$ cat src/rtl/nand_req_sequencer_pkg.sv
// Shared encodings for the NAND request sequencer: host ops, controller commands,
// response error codes, FSM states and the latched request payload.
package nand_req_sequencer_pkg;

    localparam int unsigned PAGE_BYTES_DEF = 4314;
    localparam int unsigned LEN_W          = 13;
    localparam int unsigned ADDR_W         = 32;

    typedef enum logic [1:0] {
        OP_READ  = 2'd0,
        OP_PROG  = 2'd1,
        OP_ERASE = 2'd2,
        OP_RSVD  = 2'd3
    } req_op_e;

    typedef enum logic [2:0] {
        CMD_NONE  = 3'd0,
        CMD_READ  = 3'd1,
        CMD_PROG  = 3'd2,
        CMD_ERASE = 3'd3
    } ctrl_cmd_e;

    typedef enum logic [1:0] {
        ERR_OK      = 2'd0,
        ERR_BAD     = 2'd1,
        ERR_TIMEOUT = 2'd2
    } rsp_err_e;

    typedef enum logic [2:0] {
        ST_IDLE,
        ST_CHECK,
        ST_ISSUE,
        ST_WDATA,
        ST_RDATA,
        ST_WAIT_DONE,
        ST_RESP
    } seq_state_e;

    typedef struct packed {
        req_op_e           op;
        logic [ADDR_W-1:0] addr;
        logic [LEN_W-1:0]  len;
    } req_t;

    function automatic ctrl_cmd_e op_to_cmd(input req_op_e op);
        ctrl_cmd_e cmd;
        cmd = CMD_NONE;
        case (op)
            OP_READ:  cmd = CMD_READ;
            OP_PROG:  cmd = CMD_PROG;
            OP_ERASE: cmd = CMD_ERASE;
            default:  cmd = CMD_NONE;
        endcase
        return cmd;
    endfunction

endpackage

$ cat src/rtl/nand_seq_watchdog.sv
// Per-request watchdog: cleared by load, counts while enabled, flags the last
// allowed cycle so the sequencer can abort with a timeout response.
module nand_seq_watchdog #(
    parameter int unsigned TIMEOUT_CYCLES = 500000,
    parameter int unsigned TO_W           = 20
) (
    input  logic clk,
    input  logic reset,
    input  logic load,
    input  logic en,
    output logic expire_c
);

    localparam logic [TO_W-1:0] LIMIT = TO_W'(TIMEOUT_CYCLES - 1);

    logic [TO_W-1:0] cnt_q;

    assign expire_c = en & (cnt_q == LIMIT);

    always_ff @(posedge clk or posedge reset) begin
        if (reset) begin
            cnt_q <= '0;
        end else if (load) begin
            cnt_q <= '0;
        end else if (en && !expire_c) begin
            cnt_q <= cnt_q + TO_W'(1);
        end
    end

endmodule

$ cat src/rtl/nand_req_sequencer.sv
// Host-side request sequencer feeding the NAND controller: validates requests,
// issues commands, streams program/read bytes and returns one response each.
module nand_req_sequencer
    import nand_req_sequencer_pkg::*;
#(
    parameter int unsigned PAGE_BYTES     = PAGE_BYTES_DEF,
    parameter int unsigned TIMEOUT_CYCLES = 500000,
    parameter int unsigned TO_W           = 20
) (
    input  logic              clk,
    input  logic              reset,
    input  logic              req_valid,
    output logic              req_ready,
    input  logic [1:0]        req_op,
    input  logic [ADDR_W-1:0] req_addr,
    input  logic [LEN_W-1:0]  req_len,
    input  logic [7:0]        wr_data,
    input  logic              wr_valid,
    output logic              wr_ready,
    output logic [7:0]        rd_data,
    output logic              rd_valid,
    output logic              rsp_valid,
    output logic [7:0]        rsp_status,
    output logic [1:0]        rsp_err,
    output logic [2:0]        CMD,
    output logic [ADDR_W-1:0] ADDR,
    output logic [LEN_W-1:0]  LEN,
    output logic              CMD_LOADED,
    output logic [7:0]        DATA_IN,
    output logic              DATA_LOADED,
    input  logic              DONE,
    input  logic              DATA_READY,
    input  logic              DATA_DONE,
    input  logic [7:0]        DATA_OUT,
    input  logic [7:0]        status
);

    seq_state_e       state_q, state_d;
    req_t             req_q;
    logic [LEN_W-1:0] cnt_q;
    rsp_err_e         err_d;
    logic [7:0]       status_d;
    logic             bad_c, last_c, wr_fire_c, rd_fire_c;
    logic             wd_load_c, wd_en_c, wd_expire_c;

    // Byte accepted at most every other cycle so the controller can drop DATA_READY.
    assign wr_ready  = (state_q == ST_WDATA) & DATA_READY & ~DATA_LOADED;
    assign wr_fire_c = wr_ready & wr_valid;
    assign rd_fire_c = (state_q == ST_RDATA) & DATA_DONE;
    assign last_c    = (cnt_q + LEN_W'(1)) == req_q.len;
    assign bad_c     = (req_q.op == OP_RSVD) ||
                       ((req_q.op != OP_ERASE) &&
                        ((req_q.len == '0) || (req_q.len > LEN_W'(PAGE_BYTES))));

    // Counting starts in the ISSUE cycle so a timeout lands TIMEOUT_CYCLES after it.
    assign wd_load_c = (state_q == ST_CHECK);
    assign wd_en_c   = (state_q == ST_ISSUE) | (state_q == ST_WDATA) |
                       (state_q == ST_RDATA) | (state_q == ST_WAIT_DONE);

    nand_seq_watchdog #(
        .TIMEOUT_CYCLES(TIMEOUT_CYCLES),
        .TO_W          (TO_W)
    ) u_watchdog (
        .clk     (clk),
        .reset   (reset),
        .load    (wd_load_c),
        .en      (wd_en_c),
        .expire_c(wd_expire_c)
    );

    always_ff @(posedge clk or posedge reset) begin
        if (reset) begin
            state_q <= ST_IDLE;
        end else begin
            state_q <= state_d;
        end
    end

    always_comb begin
        state_d  = state_q;
        err_d    = ERR_OK;
        status_d = '0;
        case (state_q)
            ST_IDLE: begin
                if (req_valid && req_ready) state_d = ST_CHECK;
            end
            ST_CHECK: begin
                if (bad_c) begin
                    state_d = ST_RESP;
                    err_d   = ERR_BAD;
                end else begin
                    state_d = ST_ISSUE;
                end
            end
            ST_ISSUE: begin
                case (req_q.op)
                    OP_PROG: state_d = ST_WDATA;
                    OP_READ: state_d = ST_RDATA;
                    default: state_d = ST_WAIT_DONE;
                endcase
            end
            ST_WDATA: begin
                if (wd_expire_c) begin
                    state_d = ST_RESP;
                    err_d   = ERR_TIMEOUT;
                end else if (wr_fire_c && last_c) begin
                    state_d = ST_WAIT_DONE;
                end
            end
            ST_RDATA: begin
                // An early DONE ends the read as a tolerated short transfer.
                if (DONE) begin
                    state_d  = ST_RESP;
                    status_d = status;
                end else if (wd_expire_c) begin
                    state_d = ST_RESP;
                    err_d   = ERR_TIMEOUT;
                end else if (rd_fire_c && last_c) begin
                    state_d = ST_WAIT_DONE;
                end
            end
            ST_WAIT_DONE: begin
                if (DONE) begin
                    state_d  = ST_RESP;
                    status_d = status;
                end else if (wd_expire_c) begin
                    state_d = ST_RESP;
                    err_d   = ERR_TIMEOUT;
                end
            end
            ST_RESP: state_d = ST_IDLE;
            default: state_d = ST_IDLE;
        endcase
    end

    // Registered outputs decoded from the next state, plus request/byte datapath.
    always_ff @(posedge clk or posedge reset) begin
        if (reset) begin
            req_ready   <= 1'b1;
            req_q       <= '0;
            cnt_q       <= '0;
            CMD         <= CMD_NONE;
            ADDR        <= '0;
            LEN         <= '0;
            CMD_LOADED  <= 1'b0;
            DATA_IN     <= '0;
            DATA_LOADED <= 1'b0;
            rd_data     <= '0;
            rd_valid    <= 1'b0;
            rsp_valid   <= 1'b0;
            rsp_status  <= '0;
            rsp_err     <= '0;
        end else begin
            req_ready   <= (state_d == ST_IDLE);
            CMD_LOADED  <= (state_d == ST_ISSUE);
            DATA_LOADED <= wr_fire_c;
            rd_valid    <= rd_fire_c;
            rsp_valid   <= (state_d == ST_RESP);
            if (state_q == ST_IDLE && req_valid && req_ready) begin
                req_q.op   <= req_op_e'(req_op);
                req_q.addr <= req_addr;
                req_q.len  <= req_len;
            end
            if (state_d == ST_ISSUE) begin
                CMD  <= op_to_cmd(req_q.op);
                ADDR <= req_q.addr;
                LEN  <= req_q.len;
            end else if (state_d == ST_RESP) begin
                CMD <= CMD_NONE;
            end
            if (wr_fire_c) DATA_IN <= wr_data;
            if (rd_fire_c) rd_data <= DATA_OUT;
            if (state_d == ST_RESP) begin
                rsp_status <= status_d;
                rsp_err    <= err_d;
            end
            if (state_q == ST_ISSUE) begin
                cnt_q <= '0;
            end else if (wr_fire_c || rd_fire_c) begin
                cnt_q <= cnt_q + LEN_W'(1);
            end
        end
    end

endmodule

$ cat config.mk
export PLATFORM = sky130hd
export DESIGN_NAME = nand_req_sequencer
export DESIGN_NICKNAME = d
export VERILOG_FILES = /design/src/rtl/nand_req_sequencer_pkg.sv /design/src/rtl/nand_seq_watchdog.sv /design/src/rtl/nand_req_sequencer.sv
export SDC_FILE = /design/constraint.sdc
export NUM_CORES = 1
export LEC_CHECK = 0
export ABC_AREA = 1
export CAP_MARGIN = 20
export CELL_PAD_IN_SITES_DETAIL_PLACEMENT = 1
export CELL_PAD_IN_SITES_GLOBAL_PLACEMENT = 1
export CORE_MARGIN = 1.5
export CORE_UTILIZATION = 37
export DETAILED_ROUTE_END_ITERATION = 10
export PLACE_DENSITY_LB_ADDON = 0.1
export REMOVE_ABC_BUFFERS = 1
export SYNTH_ARGS = -nofsm -noshare
export SYNTH_HDL_FRONTEND = slang
export SYNTH_SLANG_ARGS = --single-unit
$ cat constraint.sdc
create_clock -name clk -period 7 [get_ports clk]
set_input_delay 1.4 -clock clk [delete_from_list [all_inputs] [get_ports clk]]
set_output_delay 1.4 -clock clk [all_outputs]
set_load 0.02 [all_outputs]
==> run summary <==
Clk_lat worst skew: 430 ps
Syn Inst Count: 911
RSZ-0062 raised after global routing: no
Vias: 6785
Critical path class: in2out
Post-synth EDFFs: 0
Peak per-stage delay on the critical path: 630 ps
Reg clk slew, reported paths: 70 ps
CTS tree: yes
Synthesis warning total: 0
All-Layer GR Usage: 22.95%
Clock skew: 12.04 ps
DR vias/cell: 5.041
Final wirelength: 23920 um
Worst R2R Setup Slack: 3300 ps
N_diodes: 0
Global route overflow: 0
Num Clock Sinks: 161
Maximum clock rate: 245.7 MHz
Critical path peak fanout: 2
Worst R2R Start: state_q[2]
Share of cells above drive strength 1: 11.34%
Register area share after synthesis: 51.58%
Hold buffers post-CTS: 0
Post_cts resized: 0
Initial antenna violation count: 0
Largest area contributor in the netlist: dfrtp_1
Worst Hold Path EP: ADDR[3]
Top-count cell post-synth: nand2_1
Vias in the first global route: 7218
# H-tree levels: 4
Post-DR wirelength/cell: 17.77 um
1st-iter DRT viols: 310
Crit end category: primary output
Core footprint: 20490 sq um
Relative slew slack: 34.06%
Setup Buffers After CTS: 0
Final critical-path share of the clock period: 58.13%
I/O Buffers: 156
Max VDD drop: 0.2242 mV
# setup viols final: 0
Routability cong.: 0.8099
Die X: 148.3 um
Lkg Pwr: 4.829 nW
I/O pin count: 158
Largest net degree at the start of global routing: 105
Crit path cell chain: clkdlybuf4s50_1 > nand2_1 > nor2_2 > clkdlybuf4s50_1
Synth cell types: 38
Synth Flop Type: dfrtp_1
Std cell rows: 52
Synth top cells by count: 291 x nand2_1, 160 x dfrtp_1, 82 x inv_1, 68 x nand3_1, 66 x nor2_1
CTS max path bufs: 2
HPWL Detailed: 16680 um
Drt drc: 0
First-pass GRT wire length: 38990 um
Max Cap Viol: 0
Syn Area/Cell: 8.577 sq um
Fin. max-slew vios: 0
Crit start category: primary input
Minimum clock period: 4069 ps
Pwr dens: 441.3 nW/um^2
Initial Utilization: 38.13%
Total Power: 4.499 mW
FF+latch count, synth: 161
Routed Antenna Nets: 0
Area grow syn2layout: 30.49%
Status: finished, final reports clean
Cell area after synthesis: 7814 sq um
Hold path cells: 2
CP max-delay cell: clkdlybuf4s50_1
Clk root buf: clkbuf_16
TritonCTS buffer count: 17
Least-Margin Pin Slew: 989.1 ps
Critical path required time: 5600 ps
Min-delay src: ADDR[3]
Die height: 148.3 um
R2r endpoint: CMD[1]
Setup TNS: 0 ps
Reg2Reg Depth: 13
WP data arrival: 2670 ps
Initial DRT Pass Iterations: 5
Worst hold-check path type: reg2reg
Crit-path most repeated cell: clkdlybuf4s50_1
Synth top area share: 51.24%
Final Hold Viols: 0
Asr flop ratio synth: 100.0%
Synth top area cells: dfrtp_1 51%, nand2_1 14%, mux2_2 4.6%
Die Footprint: 22000 sq um
Final net count: 1151
==> placed cells by master, fill, tap and decap left out, drive strengths merged, types with 6 or more instances in the layout <==
master         Yosys  layout
buf               19       6
nor2              74      74
o21ai             19      19
a21oi             33      33
inv               86      95
nor3              21      21
clkbuf            10      18
nand3             98      98
nand2            295     295
clkdlybuf4s50      0     156
o22ai              9       9
nand4             22      22
nor4               6       6
ha                10      10
mux2              32      32
dfrtp            160     160
clkinv             1       6
==> power breakdown <==
part	total, mW	internal, mW	switching (mW)	leakage (nW)
Clock	0.940	0.482	0.458	0.288
Sequential	1.54	1.29	0.252	2.03
Combinational	2.02	0.763	1.26	2.51
Total	4.50	2.53	1.97	4.83
==> cell type report <==
| class | instances | area (sq um) |
|---|---|---|
| fillers | 2420 | 10300 |
| flip-flops and latches | 161 | 4030 |
| multi-input cells | 634 | 3286 |
| repair buffers | 162 | 1627 |
| clock buffers | 18 | 429.2 |
| well taps | 270 | 337.8 |
| inverters | 87 | 331.6 |
| clock inverters | 14 | 155.1 |
==> state kept, by name, indices dropped and copies added (netlist names), 8 cells and up <==
name / cells
req_q: 47
ADDR: 32
u_watchdog.cnt_q: 20
LEN: 13
cnt_q: 13
DATA_IN: 8
rd_data: 8
rsp_status: 8
==> stage by stage <==
stage                     util, %  hold WS (ps)  std cells  area, sq um  worst slack, ps
after CTS                   49.62         483.0       1345        10170             2768
after global placement      46.76         459.9       1313         9584             2482
after global routing        49.75         506.6       1346        10200             2774
after detailed placement    46.76         466.3       1313         9584             2380
final                       49.75         478.6       1346        10200             2931
after floorplan                 -         457.1        882         7637             1253
==> critical path, delay by kind of cell <==
kind                   cells  cell delay (ps)
buffers and inverters      2             1080
AND/OR/NAND/NOR            2              190
==> cells by family (layout without fill, tap and decap cells) <==
kind of cell	after synthesis	count (layout)	share of synthesized area, %
AOI/OAI and AO/OA	69	69	5.044
xor gates and xnor gates	2	2	0.2242
adders and majority gates	10	10	1.601
buffers and inverters	116	281	6.437
DFF	161	161	51.58
muxes	32	32	4.612
other	1	1	0.04799
and+or+nand+nor	520	520	30.46
==> how the worst max path moves through the flow <==
stage	start	to	slack, ps	cells after the start
6_report	DATA_READY	wr_ready	2930	4
5_1_grt	DATA_READY	ADDR[20]	2770	13
4_1_cts	DATA_DONE	CMD[1]	2770	11
3_3_place_gp	DATA_DONE	rsp_status[4]	2480	11
2_1_floorplan	reset	ADDR[0]	1250	1
3_5_place_dp	DATA_DONE	rsp_status[5]	2380	11
==> per-layer routing <==
layer / global-route usage (%) / share of wire, % / vias to the layer above / routed length [um]
met5: 0 / 0 / - / 0
met4: 4.257 / 1.0 / 0 / 238
met3: 8.650 / 7.0 / 18 / 1686
met2: 37.38 / 48 / 125 / 11400
met1: 29.42 / 44 / 3374 / 10590
li1: - / - / 3268 / -
Power figures use the tool's default switching activity.
